$ cat src/rtl/uart_rx.sv
// UART receiver, 8N1, LSB first.
// Samples a synchronised RX line at bit centres and reports each byte.
module uart_rx #(
  parameter int DIV_RATE = 260,
  parameter int DIV_W    = 9
) (
  input  logic       clk,
  input  logic       reset_,
  input  logic       rx,
  output logic       rx_busy,
  output logic       rx_end,
  output logic [7:0] rx_data,
  output logic       rx_err
);

  typedef enum logic [1:0] {
    IDLE  = 2'd0,
    START = 2'd1,
    DATA  = 2'd2,
    STOP  = 2'd3
  } state_t;

  localparam logic [DIV_W-1:0] HALF = DIV_W'(DIV_RATE / 2 - 1);
  localparam logic [DIV_W-1:0] FULL = DIV_W'(DIV_RATE - 1);

  state_t           state;
  state_t           state_nxt;
  logic [DIV_W-1:0] div_cnt;
  logic [DIV_W-1:0] div_nxt;
  logic [2:0]       bit_cnt;
  logic [2:0]       bit_nxt;
  logic [7:0]       data_nxt;
  logic             busy_nxt;
  logic             end_nxt;
  logic             err_nxt;
  logic             rx_m;
  logic             rx_s;
  logic             div_zero;

  assign div_zero = (div_cnt == '0);

  // Two-flop synchroniser for the asynchronous pad input
  always_ff @(posedge clk or negedge reset_) begin
    if (!reset_) begin
      rx_m <= 1'b1;
      rx_s <= 1'b1;
    end else begin
      rx_m <= rx;
      rx_s <= rx_m;
    end
  end

  // State, counters and registered outputs
  always_ff @(posedge clk or negedge reset_) begin
    if (!reset_) begin
      state   <= IDLE;
      div_cnt <= '0;
      bit_cnt <= '0;
      rx_data <= 8'h00;
      rx_busy <= 1'b0;
      rx_end  <= 1'b0;
      rx_err  <= 1'b0;
    end else begin
      state   <= state_nxt;
      div_cnt <= div_nxt;
      bit_cnt <= bit_nxt;
      rx_data <= data_nxt;
      rx_busy <= busy_nxt;
      rx_end  <= end_nxt;
      rx_err  <= err_nxt;
    end
  end

  // Next state: counters are reloaded on every transition, never wrap
  always_comb begin
    state_nxt = state;
    div_nxt   = div_cnt;
    bit_nxt   = bit_cnt;
    data_nxt  = rx_data;
    unique case (state)
      IDLE: begin
        if (!rx_s) begin
          state_nxt = START;
          div_nxt   = HALF;
        end
      end
      START: begin
        if (!div_zero) begin
          div_nxt = div_cnt - 1'b1;
        end else if (!rx_s) begin
          state_nxt = DATA;
          div_nxt   = FULL;
          bit_nxt   = 3'd0;
        end else begin
          state_nxt = IDLE;
        end
      end
      DATA: begin
        if (!div_zero) begin
          div_nxt = div_cnt - 1'b1;
        end else begin
          data_nxt[bit_cnt] = rx_s;
          div_nxt           = FULL;
          if (bit_cnt == 3'd7) begin
            state_nxt = STOP;
          end else begin
            bit_nxt = bit_cnt + 1'b1;
          end
        end
      end
      STOP: begin
        if (!div_zero) begin
          div_nxt = div_cnt - 1'b1;
        end else begin
          state_nxt = IDLE;
        end
      end
      default: state_nxt = IDLE;
    endcase
  end

  // Output decode, registered alongside the state
  always_comb begin
    busy_nxt = (state_nxt != IDLE);
    end_nxt  = (state == STOP) && div_zero && rx_s;
    err_nxt  = (state == STOP) && div_zero && !rx_s;
  end

endmodule

$ cat config.mk
export PLATFORM = sky130hd
export DESIGN_NAME = uart_rx
export DESIGN_NICKNAME = d
export VERILOG_FILES = /design/src/rtl/uart_rx.sv
export SDC_FILE = /design/constraint.sdc
export NUM_CORES = 1
export LEC_CHECK = 0
export BUFFER_PORTS_ARGS = -buffer_cell sky130_fd_sc_hd__buf_4
export CORE_MARGIN = 5
export CORE_UTILIZATION = 29
export DETAILED_ROUTE_END_ITERATION = 8
export GPL_TIMING_DRIVEN = 1
export PLACE_DENSITY = 0.45
export SLEW_MARGIN = 30
export SYNTH_ARGS = -nofsm -noshare
export SYNTH_HDL_FRONTEND = slang
export SYNTH_SLANG_ARGS = --single-unit
$ cat constraint.sdc
create_clock -name clk -period 4.2 [get_ports clk]
set_input_delay 0.42 -clock clk [delete_from_list [all_inputs] [get_ports clk]]
set_output_delay 0.42 -clock clk [all_outputs]
set_load 0.03 [all_outputs]
# ---- Word-level counts from Yosys, hierarchy flattened
# Cells that the tools add are included.
dict set report totals {
  reg_bits 27
  inputBits 3
  out_inout_bits 11
  elab_cells 57
}
dict set report op_classes {
  add_sub_neg 2
  n_lt_le_gt_ge 2
  eq_ne 11
  muxes 21
  reduce_logical 12
}
# cell n
set ops {}
lappend ops {{$mux W9} 5}
lappend ops {{$pmux W9 S4} 1}
lappend ops {{$mux W2} 6}
lappend ops {{$mux W3} 4}
lappend ops {{$ne A2 B2 Y1 const B} 6}
lappend ops {{$logic_not A9 Y1} 1}
lappend ops {{$sub A9 B1 Y9 const B} 1}
lappend ops {{$bwmux W8} 1}
lappend ops {{$pmux W2 S4} 1}
lappend ops {{$pmux W3 S2} 1}
lappend ops {{$reduce_and A5 Y1} 1}
lappend ops {{$eq A2 B2 Y1 const B} 2}
lappend ops {{$logic_and A1 B1 Y1} 4}
lappend ops {{$lt A3 B4 Y1 const B} 1}
lappend ops {{$reduce_bool A2 Y1} 2}
lappend ops {{$add A3 B1 Y3 const B} 1}
lappend ops {{$demux W1 S3} 1}
lappend ops {{$eq A3 B3 Y1 const B} 1}
lappend ops {{$ge A3 B1 Y1 const B} 1}
lappend ops {{$ne A3 B3 Y1 const B} 1}
lappend ops {{$reduce_and A3 Y1} 1}
lappend ops {{$eq A2 B1 Y1 const B} 1}
lappend ops {{$logic_not A2 Y1} 1}
lappend ops {{$reduce_and A2 Y1} 1}
lappend ops {{2 further kinds} 2}

# ---- Longest topological paths before layout
dict set report logic_depth {
  word_depth 5
  depth_mapped 7
  mapped_depth_nobuf 6
}

# ---- Worst setup path before layout
# Ideal clock, no wire load.
dict set report synth_timing {
  path_type {register to register}
  startpoint {register div_cnt[0]}
  endpoint {register rx_data[4]}
  setup_time_ns 0.128
  arrival_time_ns 1.724
  required_ns 4.072
  path_slack_ns 2.348
  path_stages_with_launch 7
  path_buffers 0
  synth_period_minus_slack_ns 1.852
  cell_sequence {dfrtp_1 inv_1 ha_1 or4b_4 nor3_4 nand3_1 mux2_1}
}
dict set report synth_via {
  elab_chain_len 2
}
# item line
set synth_rtl {}
lappend synth_rtl {{start: declaration} 28} ;# logic [DIV_W-1:0] div_cnt;
lappend synth_rtl {{start signal: assignment} 65} ;# div_cnt <= div_nxt;
lappend synth_rtl {{$logic_not A9 Y1} 40} ;# assign div_zero = (div_cnt == '0);
lappend synth_rtl {{$reduce_and A2 Y1 (no source line)} -}
lappend synth_rtl {{end signal: assignment} 67} ;# rx_data <= data_nxt;
lappend synth_rtl {{end: declaration} 12} ;# output logic [7:0] rx_data,
# No other way between the ends.
# A chain may end at the register's enable or synchronous reset.

# ---- Final worst setup path
dict set report layout_timing {
  startpoint {register div_cnt[0]}
  endpoint {register rx_data[5]}
}
# Same word-level chain as after synthesis.

==> Flow_metrics.wiki <==
{| class="wikitable"
! Metric !! Value
|-
| Root buf cell || clkbuf_8
|-
| Number of buffers created by CTS || 3
|-
| TritonCTS clock tree || done
|-
| Number of max-slew violations in the final report || 0
|-
| Kind of end point of the critical path || register
|-
| Avg Cell Area, Syn || 10.4 µm²
|-
| Starting utilization of the core area || 29.3%
|-
| Leakage || 0.759 nW
|-
| Drt total wl || 3560 µm
|-
| Yosys top cell area share || 39.5%
|-
| Initial antenna violation count || 0
|-
| Yosys reg bits || 27
|-
| Placed cell area || 0.00173 mm²
|-
| Arrival time of data at the critical path endpoint || 2.28 ns
|-
| Result of the run || finished clean
|-
| Global-route wire length before repair || 6010 µm
|-
| Post-DR wirelength/cell || 15.3 µm
|-
| Max-Cap Viols || 0
|-
| Die width || 83.9 µm
|-
| Count of buffers from port buffering || 13
|-
| Overflow after GRT || 0
|-
| Maximum buffer depth of the clock tree || 2
|-
| Sink count of the clock tree || 27
|-
| Portion of the post-synthesis area used by sequential elements || 42.8%
|-
| Die outline height || 83.9 µm
|-
| Instance count of the mapped netlist || 152
|-
| Final Cycle Share || 50.4%
|-
| Post-synth design cell area || 0.00159 mm²
|-
| Placed cells || 229
|-
| Ports placed on the boundary || 14
|-
| Final non-filler cell area || 0.00178 mm²
|-
| Setup repair after global routing missed its margin || no
|-
| Pin count of the biggest net entering global routing || 28
|-
| Endpoints failing setup || 0
|-
| Clock transition at path regs || 0.11 ns
|-
| # diodes || 0
|-
| Pwr per Cell Area || 238 mW/mm²
|-
| Via/cell ratio || 5.06
|-
| Final #Nets || 174
|-
| Placeable core area || 0.00541 mm²
|-
| Final hold violations || 0
|-
| Quantity of hold-fixing buffers added after cts || 0
|-
| Library cell occupying the most area in the post-synthesis netlist || dfrtp_1
|-
| Die outline area || 0.00705 mm²
|-
| Class of the tightest hold or removal check || primary input to asynchronous set/reset pin
|-
| Rel. slew slack || 52.5%
|-
| Proportion of layout cells with a drive suffix above 1 || 18.6%
|-
| Via Count || 1,180
|-
| Syn nets || 164
|-
| Overall global routing resource usage || 10.4%
|-
| Top achievable clock speed || 472 MHz
|-
| Layout Cells excl Fill || 233
|-
| Warnings from Yosys || 0
|-
| Setup crit start kind || register
|-
| Top_reg_cell synth || dfrtp_1
|-
| Required time at the worst-slack endpoint || 4.36 ns
|-
| Postcts setup bufs || 0
|-
| Worst setup path class || register to register
|-
| # H-tree levels || 1
|-
| Number of unique standard cell types used by synthesis || 48
|-
| Remaining antenna violation count after routing || 0
|-
| Area added between synthesis and finish || 12.3%
|-
| IR Drop Worst-Case VDD || 0.000142 V
|-
| Final standard cell utilization of the core || 32.9%
|-
| Number of design-rule violations left by the first detailed-router iteration || 59
|-
| Quantity of gates resized following cts || 0
|-
| First-pass iteration count of the detailed router || 4
|-
| Largest cells by area after synthesis || dfrtp_1 (39%), ha_1 (7.1%), o21ai_0 (3.5%)
|-
| Worst clock skew on the final layout || 0.0175 ns
|-
| Top library cells by usage in the layout, fill and taps aside || dfrtp_1 (25), buf_4 (13), inv_1 (11), o21ai_0 (11)
|-
| Minimum clock period after layout || 2.12 ns
|-
| Leading cell type in the layout, fill and taps excluded || dfrtp_1
|-
| Setup total negative slack || 0 ns
|-
| Clock latency on the worst-skew pair || 0.28 ns
|-
| DRC errors left || 0
|-
| DP Wirelength || 2600 µm
|-
| Largest fanout on the critical path || 8
|-
| Core Rows || 27
|-
| Number of enable flip-flop cells after synthesis || 0
|-
| Placer congestion estimate || 0.857
|-
| Async SR Flop Fraction || 100%
|-
| Transition time of the tightest slew-check pin || 0.708 ns
|-
| Vias in the first global route || 1,210
|}
-- metrics by stage --
stage | total power, mW | setup slack, ns | hold slack [ns]
floorplan | 0.270 | 2.35 | 0.124
global placement | 0.278 | 2.16 | 0.347
detailed placement | 0.278 | 2.08 | 0.355
CTS | 0.433 | 2.08 | 0.0480
global route | 0.443 | 1.94 | 0.0636
finish | 0.423 | 2.08 | 0.0392
-- critical path, cell delays in order, from the launching register on --
cell     delay (ns)
dfrtp_1        0.44
inv_1          0.12
ha_1           0.17
nor4b_4        0.40
nand4_1        0.28
nor3_1         0.22
mux2_2         0.35
-- synth_stat cells, types with 2 or more instances --
library cell,number
nor2_1,5
mux2_1,3
o2bb2ai_1,2
a32oi_1,2
o211ai_1,3
mux2_2,4
nand2_1,9
a21oi_1,5
dfrtp_1,25
o21ai_0,11
nand2b_1,3
nand3_1,6
ha_1,9
a22oi_1,3
a21o_1,2
clkbuf_1,5
dfstp_2,2
mux2i_1,3
nor3_1,7
o31ai_1,5
inv_1,11
-- registers in the layout (all words and copies together) (netlist names) --
register and cells:
bit_cnt 3, rx_m 1, state 2, rx_end 1, rx_busy 1, rx_err 1, div_cnt 9, rx_data 8
rx_s 1
-- per-layer routing --
layer  track usage, %  vias up  share of wire [%]
met3             2.47        2                3.0
met4             1.75        0               0.42
met1             13.8      578                 48
met2             17.4       18                 49
met5                0        -                  0
li1                 -      582                  -
-- cell type report --
| class | count | area [µm²] |
|---|---|---|
| clock buffers | 3 | 41.3 |
| clock inverters | 1 | 5.00 |
| fillers | 579 | 3620 |
| inverters | 11 | 41.3 |
| multi-input cells | 106 | 827 |
| flip-flops and latches | 27 | 678 |
| well taps | 72 | 90.1 |
| repair buffers | 13 | 97.6 |
-- report_power, final --
group	switching [mW]	total (mW)	leakage, nW	internal (mW)
Combinational	0.00658	0.00859	0.389	0.00201
Clock	0.0840	0.150	0.0255	0.0665
Sequential	0.00261	0.264	0.345	0.262
-- cells by family (layout without fill, tap and decap cells) --
kind of cell	Yosys count	in the layout	share of synthesized area [%]
simple gates	42	42	17.4
compound gates	45	45	20.8
mux	10	10	6.87
flops	27	27	42.8
fa+ha+maj	9	9	7.10
buf+inv	19	28	5.05
-- final timing paths --
path	depth (start not counted)	slack (ns)	from	endpoint
setup / recovery	6	2.08	div_cnt[0]	rx_data[5]
hold / removal	1	0.04	reset_	div_cnt[5]
setup reg to reg	6	2.08	div_cnt[0]	rx_data[5]
hold reg to reg	0	0.37	rx_m	rx_s
max in group asynchronous	1	3.86	reset_	rx_m
min in group clk	1	0.24	rx	rx_m
Power figures use the tool's default switching activity.
